--- config.mk ---
export PLATFORM = sky130hd
export DESIGN_NAME = dip_capture
export DESIGN_NICKNAME = d
export VERILOG_FILES = /design/src/rtl/dip_capture.sv
export SDC_FILE = /design/constraint.sdc
export NUM_CORES = 1
export LEC_CHECK = 0
export ABC_AREA = 1
export BUFFER_PORTS_ARGS = -buffer_cell sky130_fd_sc_hd__buf_2
export CAP_MARGIN = 10
export CORE_MARGIN = 2
export CORE_UTILIZATION = 64
export DETAILED_ROUTE_END_ITERATION = 10
export PLACE_DENSITY = 0.93
export SYNTH_ARGS = -nofsm -noshare
export SYNTH_HDL_FRONTEND = slang
export SYNTH_SLANG_ARGS = --single-unit
export TNS_END_PERCENT = 1
--- constraint.sdc ---
create_clock -name clk -period 4.2 [get_ports clk]
set_input_delay 0.42 -clock clk [delete_from_list [all_inputs] [get_ports clk]]
set_output_delay 0.42 -clock clk [all_outputs]
set_load 0.02 [all_outputs]
--- src/rtl/dip_capture.sv ---
`default_nettype none
// ============================================================================
//  Module   : dip_capture
//  Purpose  : Synchronises and debounces a WIDTH-bit DIP switch bank and one
//             push button, then either latches the (optionally bit-reversed)
//             switch word on each debounced button press or tracks the
//             switches continuously.
//  Ports    : clk           - system clock
//             rst           - asynchronous active-high reset
//             dip_in        - raw switch pins (asynchronous)
//             btn_in        - raw button pin (asynchronous, active-high)
//             live_mode     - 1 = track switches, 0 = latch on press
//             value         - captured word after bit mapping
//             capture_pulse - one-cycle strobe when value is loaded/changes
//             btn_level     - debounced button level
//             changed       - value differs from the mapped debounced switches
//  Revision : 1.0 - initial release
// ============================================================================
module dip_capture #(
  parameter int WIDTH           = 8,
  parameter int DEBOUNCE_CYCLES = 12000,
  parameter bit REVERSE         = 1'b1
) (
  input  logic             clk,
  input  logic             rst,
  input  logic [WIDTH-1:0] dip_in,
  input  logic             btn_in,
  input  logic             live_mode,
  output logic [WIDTH-1:0] value,
  output logic             capture_pulse,
  output logic             btn_level,
  output logic             changed
);

  localparam int               CNT_W   = $clog2(DEBOUNCE_CYCLES + 1);
  localparam logic [CNT_W-1:0] CNT_MAX = CNT_W'(DEBOUNCE_CYCLES);

  // Two-flop synchronisers
  logic [WIDTH-1:0] dip_s1_q, dip_s1_d, dip_s2_q, dip_s2_d;
  logic             btn_s1_q, btn_s1_d, btn_s2_q, btn_s2_d;

  // Debouncers
  logic [WIDTH-1:0] dip_cand_q, dip_cand_d, dip_stable_q, dip_stable_d;
  logic [CNT_W-1:0] dip_cnt_q, dip_cnt_d;
  logic             btn_cand_q, btn_cand_d, btn_stable_q, btn_stable_d;
  logic [CNT_W-1:0] btn_cnt_q, btn_cnt_d;

  // Capture stage
  logic             btn_prev_q, btn_prev_d;
  logic [WIDTH-1:0] value_q, value_d;
  logic             pulse_q, pulse_d;

  logic             w_press;
  logic [WIDTH-1:0] w_mapped;

  // Bit-order mapping of the debounced switch word
  generate
    if (REVERSE) begin : g_reverse
      for (genvar i = 0; i < WIDTH; i++) begin : g_bit
        assign w_mapped[WIDTH-1-i] = dip_stable_q[i];
      end
    end else begin : g_straight
      assign w_mapped = dip_stable_q;
    end
  endgenerate

  // Rising edge of the debounced button level
  assign w_press = btn_stable_q & ~btn_prev_q;

  always_comb begin
    dip_s1_d = dip_in;
    dip_s2_d = dip_s1_q;
    btn_s1_d = btn_in;
    btn_s2_d = btn_s1_q;

    // Switch bus debounce: any bit change restarts the whole window.
    dip_cand_d   = dip_cand_q;
    dip_cnt_d    = dip_cnt_q;
    dip_stable_d = dip_stable_q;
    if (dip_s2_q != dip_cand_q) begin
      dip_cand_d = dip_s2_q;
      dip_cnt_d  = '0;
    end else if (dip_cnt_q != CNT_MAX) begin
      dip_cnt_d = dip_cnt_q + 1'b1;
    end else begin
      dip_stable_d = dip_cand_q;
    end

    btn_cand_d   = btn_cand_q;
    btn_cnt_d    = btn_cnt_q;
    btn_stable_d = btn_stable_q;
    if (btn_s2_q != btn_cand_q) begin
      btn_cand_d = btn_s2_q;
      btn_cnt_d  = '0;
    end else if (btn_cnt_q != CNT_MAX) begin
      btn_cnt_d = btn_cnt_q + 1'b1;
    end else begin
      btn_stable_d = btn_cand_q;
    end

    btn_prev_d = btn_stable_q;

    // Capture uses the mapped word as it stands before this edge, so a press
    // coinciding with a debounce update loads the older word.
    value_d = value_q;
    pulse_d = 1'b0;
    if (live_mode) begin
      if (value_q != w_mapped) begin
        value_d = w_mapped;
        pulse_d = 1'b1;
      end
    end else if (w_press) begin
      value_d = w_mapped;
      pulse_d = 1'b1;
    end
  end

  always_ff @(posedge clk or posedge rst) begin
    if (rst) begin
      dip_s1_q     <= '0;
      dip_s2_q     <= '0;
      btn_s1_q     <= 1'b0;
      btn_s2_q     <= 1'b0;
      dip_cand_q   <= '0;
      dip_cnt_q    <= '0;
      dip_stable_q <= '0;
      btn_cand_q   <= 1'b0;
      btn_cnt_q    <= '0;
      btn_stable_q <= 1'b0;
      btn_prev_q   <= 1'b0;
      value_q      <= '0;
      pulse_q      <= 1'b0;
    end else begin
      dip_s1_q     <= dip_s1_d;
      dip_s2_q     <= dip_s2_d;
      btn_s1_q     <= btn_s1_d;
      btn_s2_q     <= btn_s2_d;
      dip_cand_q   <= dip_cand_d;
      dip_cnt_q    <= dip_cnt_d;
      dip_stable_q <= dip_stable_d;
      btn_cand_q   <= btn_cand_d;
      btn_cnt_q    <= btn_cnt_d;
      btn_stable_q <= btn_stable_d;
      btn_prev_q   <= btn_prev_d;
      value_q      <= value_d;
      pulse_q      <= pulse_d;
    end
  end

  assign value         = value_q;
  assign capture_pulse = pulse_q;
  assign btn_level     = btn_stable_q;
  assign changed       = (value_q != w_mapped);

endmodule
`default_nettype wire

Word-level counts from Yosys, hierarchy flattened
Cells that the tools add are included.

storage, ports and cells
  flip-flop bits (word level) = 74
  latch bits = 0
  bits in writable memories = 0
  memory bits (read-only) = 0
  input port bits = 12
  output and inout bits = 11
  word-level logic and storage cells = 43
  memories = 0

operators by class
  $add $sub $neg = 2
  multiply operators = 0
  divide/modulo/power cells = 0
  magnitude comparators = 0
  equal/unequal tests = 6
  shift operators = 0
  mux-type cells = 10
  bitwise logic cells = 6
  reduce and logical (&&, ||, !) cells = 6

operators by type and width
  kind                     number
  $mux W14                 4
  $add A14 B1 Y14 const B  2
  $ne A14 B14 Y1 const B   2
  $mux W8                  3
  $ne A8 B8 Y1             2
  $reduce_and A2 Y1        3
  $reduce_bool A2 Y1       3
  $not A1 Y1               5
  $mux W1                  3
  $ne A2 B1 Y1 const B     1
  $and A1 B1 Y1            1
  $ne A1 B1 Y1             1

Logic depth before layout (Yosys ltp)
  word-level depth = 4
  gate-level depth with buffers = 10
  depth with buffers taken out = 10

Least setup slack after synthesis
OpenSTA, ideal clock, no wires.

  path kind = reg2reg
  start = register dip_cnt_q[0]
  end = register dip_stable_q[2]
  library setup time = 117 ps
  arrival = 1,359 ps
  required time = 4,083 ps
  path slack = 2,724 ps
  stages on the path, launching flop included = 9
  buffers on the path = 1
  period minus slack after synthesis = 1,476 ps
  cells stage by stage = dfrtp_1 -> inv_1 -> ha_1 -> nand4_2 -> nor3_4 -> nand3_2 -> buf_6 -> nand2_2 -> o21ai_2

between the ends
  cells in the longest elaborated chain, start to end = 3

ends and longest elaborated chain
  item                                line  RTL
  from (decl)                         44    logic [CNT_W-1:0] dip_cnt_q, dip_cnt_d;
  from (signal assigned)              139   dip_cnt_q <= dip_cnt_d;
  $ne A14 B14 Y1                      83    end else if (dip_cnt_q != CNT_MAX) begin
  $not A1 Y1 (no source line)         -
  $reduce_and A2 Y1 (no source line)  -
  to (signal assigned)                140   dip_stable_q <= dip_stable_d;
  to (decl)                           43    logic [WIDTH-1:0] dip_cand_q, dip_cand_d, dip_stable_q, dip_stable_d;

Every way passes these cells.
A chain may end at the register's enable or synchronous reset.

Worst setup path in the final report
  start = register dip_cnt_q[0]
  end = register dip_stable_q[4]

Same word-level chain as after synthesis.

==> flow_metrics.tcl <==
set metrics [dict create \
    p_per_area_mw_per_mm2 378 \
    grt_pass1_wl_um 10200 \
    detailed_place_hpwl_um 4360 \
    placed_area_mm2 0.00338 \
    die_y_um 75.1 \
    cts_tree "done" \
    synth_xor_area_share_pct 4.06 \
    synthDistinctLibCells 27 \
    irDropWorstVdd_v 0.000373 \
    core-area_mm2 0.00479 \
    drt-initial-drc-count 179 \
    vias_per_cell 5.25 \
    seq_area_frac_synth_pct 57.3 \
    p_sw_uw 329 \
    crit_chain "inv_1 > ha_1 > nand4_2 > nor3_4 > nand3_2 > nand2_1 > o21ai_2" \
    fillCellCount 327 \
    gp_congestion 0.839 \
    max_slew_margin_pct 54.6 \
    clk_path_buf_depth 2 \
    cp_slowest_stage_delay_ns 0.44 \
    die_w_um 75.1 \
    area_delta_synth_final_pct 10.8 \
    synth_compound_area_share_pct 4.37 \
    hp-class "in2async" \
    synth.ff_latch_count 74 \
    p_comb_share_pct 3.4 \
    wl_per_cell_um 13.6 \
    layout_min_cycle_time_ns 1.80 \
    h-tree-depth 3 \
    fin_area_mm2 0.00358 \
    pin_count 23 \
    cap_violations 0 \
    ys_top_cells_by_area "dfrtp_1 (57%), nand2_1 (10%), nor2_1 (5.2%)" \
    fin_skew_ns 0.00829 \
    dieArea_mm2 0.00564 \
    startpoint_type "register" \
    synth_area_per_cell_um2 8.88 \
    p_clk_share_pct 42.1 \
    syn_area_mm2 0.00323 \
    yosysTopAreaCell "dfrtp_1" \
    fmax_mhz 555 \
    syn_inst 364 \
    drt_pass1_iterations 4 \
    final_cell_count_no_fill 457 \
    rsz0062_at_grt "no" \
    final_nets 401 \
    io_buffers 22 \
    drive_above_1_share_pct 14.4 \
    num_vias 2400 \
    synth_top_area_share_pct 57.3 \
    rows 25 \
    layout_worst_path_cycle_share_pct 42.9 \
    antenna_found_initial 0 \
    cp_max_fo 12 \
    crit_type "reg2reg" \
    drc 0 \
    reg2regPathDepth 7 \
    grt_pass1_vias 2343 \
    cts.sinks 74 \
    syn_nets 380 \
    required_ns 4.45 \
    clkLatencyLatePin_ns 0.35 \
    worstSetupEndpointType "register" \
    finalHoldViolations 0 \
    post_cts_resized 0 \
    cp_slowest_cell "dfrtp_1" \
    outcome "finished clean" \
    p_sw_share_pct 24.3 \
    grt_max_degree 41 \
    synth-simple-area-share_pct 25.9 \
    cellLeakagePower_uw 0.00176 \
    place_inst 441 \
    finalSetupViolations 0 \
    setup-tns-final_ns 0 \
    internal_power_uw 1030 \
    cts_hold_buf 0 \
    synth_mux_area_share_pct 0 \
    grt_usage_pct 25.2 \
    cts-buffers-inserted 9 \
    clockRootBuffer "clkbuf_8" \
    synth_top_family_by_area "simple AND/OR/NAND/NOR gates" \
    post_cts_buffers 0 \
    power.share.sequential_pct 54.5 \
    ys_warn_count 0 \
    start_util_pct 67.6 \
    crit_arrival_ns 2.05 \
    ant_nets 0 \
    slew_viol_final 0 \
    overflow 0 \
    diodes 0 \
    wirelength_um 6190 \
    yosys.area_share.adder_pct 1.55 \
    tightest_slew_ns 0.679 \
    hold_ws_ns 0.153 \
    path_clk_slew_ns 0.09 \
]
[cells by family after synthesis]
group	count (synthesis)
adders and majority gates	4
and+or+nand+nor	189
buffers and inverters	57
AOI/OAI and AO/OA	25
DFF	74
xor gates and xnor gates	15
[power groups by stage]
stage / clock network (µW) / logic (µW) / registers (µW)
global placement: 0 / 42.8 / 750
global route: 615 / 53.0 / 740
detailed placement: 0 / 46.3 / 752
CTS: 581 / 47.0 / 738
finish: 571 / 45.7 / 738
floorplan: 0 / 34.2 / 749
[synth_stat cells, drive strengths merged]
cell / n
xor2: 6
nor3: 13
xnor2: 9
nand2: 91
a31oi: 1
nand4: 5
a21oi: 9
nor2: 46
inv: 44
nor4: 1
buf: 2
clkbuf: 11
dfrtp: 74
nand3: 29
o21ai: 15
nor3b: 3
or3b: 1
ha: 4
[per-stage QoR]
stage / power [µW] / util, % / setup WS [ns]
after floorplan: 783 / - / 1.90
after global placement: 793 / 70.6 / 2.58
after detailed placement: 799 / 70.6 / 2.48
after CTS: 1370 / 74.8 / 2.40
after global routing: 1410 / 74.8 / 2.27
final: 1350 / 74.8 / 2.40
[sequential cells by signal, indices dropped and copies added (netlist names), 8 cells and up]
register,flops
btn_cnt_q,14
dip_cnt_q,14
dip_cand_q,8
dip_s1_q,8
dip_s2_q,8
dip_stable_q,8
value,8
[per-layer routing]
metal	vias up	global-route usage [%]	part of all wire (%)	wire length (µm)
met5	-	0	0	0
met4	0	16.3	2.9	180
met3	20	5.62	3.1	194
met2	53	41.8	52	3210
met1	1147	29.5	42	2610
li1	1180	-	-	-
[worst max-delay path: cells and delay by family, from the launching register on]
| kind | cells | cell delay [ns] |
|---|---|---|
| AOI/OAI and AO/OA | 1 | 0.06 |
| adders and majority gates | 1 | 0.18 |
| buffers and inverters | 1 | 0.10 |
| DFF | 1 | 0.44 |
| and+or+nand+nor | 4 | 0.90 |
[placed cells by master, fill, tap and decap left out, types with 9 or more instances in the layout]
| master | instances |
|---|---|
| clkbuf_8 | 9 |
| dfrtp_1 | 74 |
| nor2_1 | 45 |
| xnor2_1 | 9 |
| buf_2 | 22 |
| a21oi_1 | 9 |
| nor3_1 | 11 |
| nand2_1 | 86 |
| o21ai_0 | 11 |
| inv_1 | 42 |
| nand3_1 | 28 |
[worst paths after layout]
kind                            slack, ns         start         endpoint
worst max-delay path                 2.40  dip_cnt_q[0]  dip_stable_q[4]
worst min-delay path                 0.15           rst     dip_cnt_q[8]
worst max register to register       2.40  dip_cnt_q[0]  dip_stable_q[4]
worst min register to register       0.35   dip_s1_q[3]      dip_s2_q[3]
max in group asynchronous            3.09           rst        btn_level
min in group clk                     0.17     dip_in[1]      dip_s1_q[1]
[final cells by class]
class	count	area [µm²]	share of cell area, %
repair buffers	23	118	3.28
inverters	44	165	4.61
well taps	67	83.8	2.34
clock inverters	7	81.3	2.27
clock buffers	9	124	3.46
multi-input cells	233	1160	32.3
flip-flops and latches	74	1850	51.7
Power figures use the tool's default switching activity.
